`src/rtl/health_bar_pkg.sv`:
```
// health_bar_pkg: shared types and sprite ROM layout for the HUD health bar.
package health_bar_pkg;

  // Trail/refill sequencing states.
  typedef enum logic [1:0] {
    IDLE  = 2'd0,
    HOLD  = 2'd1,
    DRAIN = 2'd2,
    FILL  = 2'd3
  } hb_state_t;

  // Sprite ROM holds four segment tiles stored back to back.
  localparam logic [1:0] TILE_FULL  = 2'd0;
  localparam logic [1:0] TILE_TRAIL = 2'd1;
  localparam logic [1:0] TILE_EMPTY = 2'd2;
  localparam logic [1:0] TILE_LOW   = 2'd3;
  localparam int         TILE_COUNT = 4;

  // Width used for every hit-point value and compare.
  localparam int HP_W = 10;

  // Pixels in one segment tile, i.e. the stride between tile bases.
  function automatic int tile_pixels(input int seg_w, input int seg_h);
    return seg_w * seg_h;
  endfunction

endpackage

```
`src/rtl/health_bar_if.sv`:
```
// health_bar_if: pixel query bus between the video scan logic and the bar.
// master = scan side (drives coordinates), slave = health_bar (answers).
interface health_bar_if #(
  parameter int ADDR_W = 10
);
  logic [8:0]        PixelX;
  logic [8:0]        PixelY;
  logic              is_obj;
  logic [ADDR_W-1:0] Obj_address;

  modport master (output PixelX, PixelY, input is_obj, Obj_address);
  modport slave  (input PixelX, PixelY, output is_obj, Obj_address);
endinterface

```
`src/rtl/hb_frame_tick.sv`:
```
// hb_frame_tick: turns the vsync-derived frame_clk level into a single
// registered one-Clk tick per rising edge, however long frame_clk stays high.
module hb_frame_tick (
  input  logic Clk,
  input  logic Reset_n,
  input  logic frame_clk,
  output logic tick
);

  logic frame_q;

  // Remember last frame_clk level and register the rising-edge pulse.
  always_ff @(posedge Clk or negedge Reset_n) begin
    if (!Reset_n) begin
      frame_q <= 1'b0;
      tick    <= 1'b0;
    end else begin
      frame_q <= frame_clk;
      tick    <= frame_clk & ~frame_q;
    end
  end

endmodule

```
`src/rtl/health_bar.sv`:
```
// health_bar: animated HUD health bar. Per frame tick it tracks displayed HP,
// a lingering damage trail and a hit-flash timer; the pixel render is
// purely combinational. Optional low-HP blink: define HEALTH_BAR_BLINK_EN.
//
//   state | meaning
//   IDLE  | trail equals displayed HP, nothing animating
//   HOLD  | trail parked above displayed HP, counting hold frames
//   DRAIN | trail shrinking by one HP per frame toward displayed HP
//   FILL  | displayed HP climbing by one per frame toward the target
module health_bar
  import health_bar_pkg::*;
#(
  parameter int SEGMENTS     = 10,
  parameter int SEG_W        = 13,
  parameter int SEG_H        = 13,
  parameter int HP_PER_SEG   = 10,
  parameter int X_POS        = 40,
  parameter int Y_POS        = 16,
  parameter int HOLD_FRAMES  = 30,
  parameter int FLASH_FRAMES = 8,
  parameter int LOW_HP       = 20,
  parameter int ADDR_W       = 10
) (
  input  logic            Clk,
  input  logic            Reset_n,
  input  logic            frame_clk,
  input  logic [HP_W-1:0] Player_Blood,
  health_bar_if.slave     pix,
  output logic            Hit_Flash
);

  localparam int MAX_HP   = SEGMENTS * HP_PER_SEG;
  localparam int TILE_PIX = tile_pixels(SEG_W, SEG_H);
  localparam int HOLD_W   = $clog2(HOLD_FRAMES + 2);
  localparam int FLASH_W  = $clog2(FLASH_FRAMES + 2);

  logic              tick;
  logic [HP_W-1:0]   target;
  hb_state_t         state, state_nx;
  logic [HP_W-1:0]   disp_hp, disp_nx, trail_hp, trail_nx;
  logic [HOLD_W-1:0] hold_cnt, hold_nx;
  logic [FLASH_W-1:0] flash_cnt, flash_nx;

  hb_frame_tick u_tick (
    .Clk       (Clk),
    .Reset_n   (Reset_n),
    .frame_clk (frame_clk),
    .tick      (tick)
  );

  assign target    = (Player_Blood > HP_W'(MAX_HP)) ? HP_W'(MAX_HP) : Player_Blood;
  assign Hit_Flash = (flash_cnt != '0);

  // State and counter registers.
  always_ff @(posedge Clk or negedge Reset_n) begin
    if (!Reset_n) begin
      state     <= IDLE;
      disp_hp   <= HP_W'(MAX_HP);
      trail_hp  <= HP_W'(MAX_HP);
      hold_cnt  <= '0;
      flash_cnt <= '0;
    end else begin
      state     <= state_nx;
      disp_hp   <= disp_nx;
      trail_hp  <= trail_nx;
      hold_cnt  <= hold_nx;
      flash_cnt <= flash_nx;
    end
  end

  // Next-state: damage and heal override the state-specific behaviour.
  always_comb begin
    state_nx = state;
    disp_nx  = disp_hp;
    trail_nx = trail_hp;
    hold_nx  = hold_cnt;
    flash_nx = flash_cnt;
    if (tick) begin
      if (flash_cnt != '0) flash_nx = flash_cnt - 1'b1;
      if (target < disp_hp) begin
        disp_nx  = target;
        hold_nx  = HOLD_W'(HOLD_FRAMES);
        flash_nx = FLASH_W'(FLASH_FRAMES);
        state_nx = HOLD;
      end else if (target > disp_hp) begin
        disp_nx  = disp_hp + 1'b1;
        trail_nx = disp_hp + 1'b1;
        state_nx = FILL;
      end else begin
        case (state)
          HOLD: begin
            // The tick that counts the last hold frame also starts draining.
            if (hold_cnt <= HOLD_W'(1)) begin
              hold_nx  = '0;
              state_nx = DRAIN;
            end else begin
              hold_nx = hold_cnt - 1'b1;
            end
          end
          DRAIN: begin
            if (trail_hp > disp_hp + 1'b1) begin
              trail_nx = trail_hp - 1'b1;
            end else begin
              trail_nx = disp_hp;
              state_nx = IDLE;
            end
          end
          FILL:    state_nx = IDLE;
          default: ;
        endcase
      end
    end
  end

`ifdef HEALTH_BAR_BLINK_EN
  logic [3:0] blink_cnt;

  // Free-running frame counter; bit 3 is the blink phase.
  always_ff @(posedge Clk or negedge Reset_n) begin
    if (!Reset_n)  blink_cnt <= '0;
    else if (tick) blink_cnt <= blink_cnt + 4'd1;
  end
`else
  logic low_hp_unused;
  assign low_hp_unused = (disp_hp <= HP_W'(LOW_HP));
`endif

  logic signed [10:0] dx, dy;
  logic [10:0] dx_u, dy_u, seg_k, lx;
  logic [15:0] seg_thr;
  logic [1:0]  tile;
  logic        in_bar;

  // Signed offsets so pixels left of / above the bar never wrap into it.
  assign dx = $signed({2'b00, pix.PixelX}) - $signed(11'(X_POS));
  assign dy = $signed({2'b00, pix.PixelY}) - $signed(11'(Y_POS));

  // Pixel render: pick the tile for this segment and form the ROM address.
  always_comb begin
    dx_u    = dx;
    dy_u    = dy;
    in_bar  = !dx[10] && !dy[10] && (dx_u < 11'(SEGMENTS * SEG_W)) && (dy_u < 11'(SEG_H));
    seg_k   = dx_u / 11'(SEG_W);
    lx      = dx_u % 11'(SEG_W);
    seg_thr = 16'(seg_k + 11'd1) * 16'(HP_PER_SEG);
    if (16'(disp_hp) >= seg_thr)       tile = TILE_FULL;
    else if (16'(trail_hp) >= seg_thr) tile = TILE_TRAIL;
    else                               tile = TILE_EMPTY;
`ifdef HEALTH_BAR_BLINK_EN
    if (tile == TILE_FULL && disp_hp <= HP_W'(LOW_HP) && blink_cnt[3]) tile = TILE_LOW;
`endif
  end

  assign pix.is_obj      = in_bar;
  assign pix.Obj_address = in_bar ? (ADDR_W'(tile) * ADDR_W'(TILE_PIX) + ADDR_W'(dy_u) * ADDR_W'(SEG_W) + ADDR_W'(lx))
                                  : '0;

endmodule
```
`src/flat_wrapper.sv`:
```
// flat-port wrapper written by rule: the top's interface ports become plain ports
module health_bar_flat import health_bar_pkg::*;
#(
  parameter int SEGMENTS     = 10,
  parameter int SEG_W        = 13,
  parameter int SEG_H        = 13,
  parameter int HP_PER_SEG   = 10,
  parameter int X_POS        = 40,
  parameter int Y_POS        = 16,
  parameter int HOLD_FRAMES  = 30,
  parameter int FLASH_FRAMES = 8,
  parameter int LOW_HP       = 20,
  parameter int ADDR_W       = 10
)
  (Clk, Reset_n, frame_clk, Player_Blood, Hit_Flash, pix_PixelX, pix_PixelY, pix_is_obj, pix_Obj_address);
  health_bar_if #(.ADDR_W(ADDR_W)) pix_i ();
  input  logic Clk;
  input  logic Reset_n;
  input  logic frame_clk;
  input  logic [HP_W-1:0] Player_Blood;
  output logic Hit_Flash;
  input wire logic [$bits(pix_i.PixelX)-1:0] pix_PixelX;
  input wire logic [$bits(pix_i.PixelY)-1:0] pix_PixelY;
  output wire logic [$bits(pix_i.is_obj)-1:0] pix_is_obj;
  output wire logic [$bits(pix_i.Obj_address)-1:0] pix_Obj_address;
  assign pix_i.PixelX = pix_PixelX;
  assign pix_i.PixelY = pix_PixelY;
  assign pix_is_obj = pix_i.is_obj;
  assign pix_Obj_address = pix_i.Obj_address;
  health_bar #(.SEGMENTS(SEGMENTS), .SEG_W(SEG_W), .SEG_H(SEG_H), .HP_PER_SEG(HP_PER_SEG), .X_POS(X_POS), .Y_POS(Y_POS), .HOLD_FRAMES(HOLD_FRAMES), .FLASH_FRAMES(FLASH_FRAMES), .LOW_HP(LOW_HP), .ADDR_W(ADDR_W)) u_core (.Clk(Clk), .Reset_n(Reset_n), .frame_clk(frame_clk), .Player_Blood(Player_Blood), .pix(pix_i), .Hit_Flash(Hit_Flash));
endmodule
```
`config.mk`:
```
export PLATFORM = sky130hd
export DESIGN_NAME = health_bar_flat
export DESIGN_NICKNAME = d
export VERILOG_FILES = /design/src/rtl/health_bar_pkg.sv /design/src/rtl/health_bar_if.sv /design/src/rtl/hb_frame_tick.sv /design/src/rtl/health_bar.sv /design/src/flat_wrapper.sv
export SDC_FILE = /design/constraint.sdc
export NUM_CORES = 1
export LEC_CHECK = 0
export ABC_AREA = 1
export ABC_CLOCK_PERIOD_IN_PS = 14050
export BUFFER_PORTS_ARGS = -buffer_cell sky130_fd_sc_hd__buf_4
export CAP_MARGIN = 25
export CORE_MARGIN = 8
export CORE_UTILIZATION = 34
export DETAILED_ROUTE_END_ITERATION = 7
export SYNTH_ARGS = -nofsm -noshare
export SYNTH_HDL_FRONTEND = slang
export SYNTH_SLANG_ARGS = --single-unit
```
`constraint.sdc`:
```
create_clock -name Clk -period 14.05 [get_ports Clk]
set_clock_uncertainty 0.1 [all_clocks]
set_input_delay 0.7025 -clock Clk [delete_from_list [all_inputs] [get_ports Clk]]
set_output_delay 0.7025 -clock Clk [all_outputs]
set_load 0.01 [all_outputs]
```
==> impl_metrics.toml <==
[sta]
tightest_slew_ns = 0.617
finalCriticalPeriod_ns = 11.41
hold_viol = 0
fmax_mhz = 87.6
slew_violations = 0
fin_ws_ns = 2.64
min_period_over_period = 0.812
fin_setup_tns_ns = 0
setup_viol = 0
max_slew_margin = 0.585
rsz0062_at_grt = "no"

[layout]
num_antenna_cells = 0
fill_cells = 1673
drive_gt1_frac = 0.136
area_growth_pct = 13.2
fin_nets = 957
seqCellArea_um2 = 833
multiInputGateArea_um2 = 4110
final_cells = 1035

[grt]
gr-usage-all-layers = 0.125
met1_usage = 0.158
grt_pass1_vias = 4818
antenna_found_initial = 0
groute.layer.met3.usage = 0.0117
busiest_layer = "met2"
grt_max_degree = 34
grt_util_met2 = 0.227
grt-ovfl-total = 0
grt_first_pass_wirelength_um = 21400

[worst_setup_path]
worst-setup-path-type = "in -> out"
rr_endpoint = "u_core.trail_hp[1]"
rr_startpoint = "u_core.disp_hp[2]"
cp.required_ns = 13.25
critPathMaxStageDelay_ns = 0.54
cp_slowest_cell = "fa_1"
path_max_fanout = 13
crit_top_cell = "nand2_1"
worstSetupStartpointType = "primary input"
r2r_cells = 15
crit_arrival_ns = 10.61
critPathCaptureType = "output pin"
r2r_slack_ns = 10.49

[yosys]
synth.top_cells.by_area = "ha_1, dfrtp_1, nand2_1"
synth_commonest_cells = "nand2_1, inv_1, ha_1"
yosys_warnings = 0
post-synth-top-area-cell = "ha_1"
synth-seq-cells = 33
syn_area_per_cell_um2 = 7.11
ys.flop_type = "dfrtp_1"
synth_cells = 771
synth.distinct_cells = 45
synth_edf_count = 0
synth.most_common_cell = "nand2_1"
netlist_area_um2 = 5480
ys_seq_area_frac = 0.152
synthArstFlopShare = 1.00
synth_top_area_frac = 0.203

[clocking]
cts_buffer_depth = 2
path_clk_slew_ns = 0.06
cts.sinks = 33
hold_buffers = 0
clk_latency_ns = 0.28
post_cts_buffers = 0
cts_buffers = 5
cts_root_buffer = "clkbuf_16"
cts_tree = "yes"
post_cts_resized = 0
ctsHtreeMaxLevel = 2

[die]
die-area_um2 = 20400
std_cell_rows = 46
die_h_um = 143
core-area_um2 = 15800
ioPinCount = 43
start_util = 0.346
fp.dieW_um = 143

[placed_design]
dp.cells = 1027
io_buffers = 42
pre_cts_ws_ns = 2.60
gp_congestion = 0.822
hpwl_um = 10400

[run]
maxCapViolCount = 0

[drt]
routed-via-count = 4922
routedWlPerCell_um = 11.8
first_pass_iters = 4
wl_um = 12200
ant_nets = 0
viasPerCell = 4.76
drt_iter0_drc = 211
drc = 0

[worst_hold_path]
hp-class = "in -> async"

[outcome]
status = "completed"
[registers in the layout, indices dropped and copies added (netlist names)]
name                   flops
u_core.trail_hp           10
u_core.disp_hp            10
u_core.state               2
u_core.u_tick.tick         1
u_core.flash_cnt           4
u_core.hold_cnt            5
u_core.u_tick.frame_q      1
[how the worst max path moves through the flow]
stage	slack, ns	start	endpoint	cells after the start
finish	2.64	pix_PixelX[3]	pix_Obj_address[9]	70
global route	1.60	pix_PixelX[3]	pix_Obj_address[9]	69
CTS	2.55	pix_PixelX[3]	pix_Obj_address[9]	67
detailed placement	2.60	pix_PixelX[3]	pix_Obj_address[9]	69
global placement	2.71	pix_PixelX[3]	pix_Obj_address[9]	69
floorplan	3.70	pix_PixelX[3]	pix_Obj_address[9]	67
[final cells by class]
class,instances,area share
multi-input cells,595,0.663
clock inverters,3,0.00282
clock buffers,5,0.0202
inverters,140,0.0847
well taps,216,0.0435
repair buffers,43,0.0520
flip-flops and latches,33,0.134
[layout by cell type (no fill, tap or decap), types with 17 or more instances in the layout]
cell | Yosys | layout
xor2_1 | 24 | 24
nand3_1 | 32 | 32
o211ai_1 | 17 | 17
dfrtp_1 | 27 | 27
fa_1 | 19 | 19
o21ai_0 | 38 | 38
nor2_1 | 62 | 62
inv_1 | 134 | 134
ha_1 | 89 | 89
a21oi_1 | 38 | 38
buf_4 | 0 | 43
nand2_2 | 18 | 18
nand2_1 | 142 | 142
[kinds of logic (layout without fill, tap and decap cells)]
| logic type | after synthesis | count (layout) | share of synthesized area |
|---|---|---|---|
| adders and majority gates | 109 | 109 | 0.274 |
| AOI/OAI and AO/OA | 128 | 128 | 0.139 |
| xor gates and xnor gates | 39 | 39 | 0.0623 |
| DFF | 33 | 33 | 0.152 |
| and+or+nand+nor | 313 | 313 | 0.269 |
| other | 1 | 6 | 0.000684 |
| buffers and inverters | 148 | 191 | 0.103 |
[worst max-delay path: cells and delay by family]
kind / cells / cell delay, ns
fa+ha+maj: 12 / 4.17
simple gates: 37 / 3.18
buf+inv: 11 / 0.83
compound gates: 7 / 1.14
xor+xnor: 3 / 0.56
[layer usage]
metal | routed length, µm | vias up
li1 | - | 2635
met1 | 5730 | 2218
met5 | 0 | -
met3 | 410 | 2
met2 | 6000 | 67
met4 | 31 | 0
[metrics by stage]
step                cell area, µm²  utilization  hold slack (ns)
floorplan                     5500            -            0.276
global placement              6060        0.383            0.284
global route                  6210        0.392            0.306
detailed placement            6060        0.383            0.283
CTS                           6210        0.392            0.290
finish                        6210        0.392            0.273
Power is not shown: default switching activity piles up to over one toggle a cycle in this logic, so the estimate is an artifact.
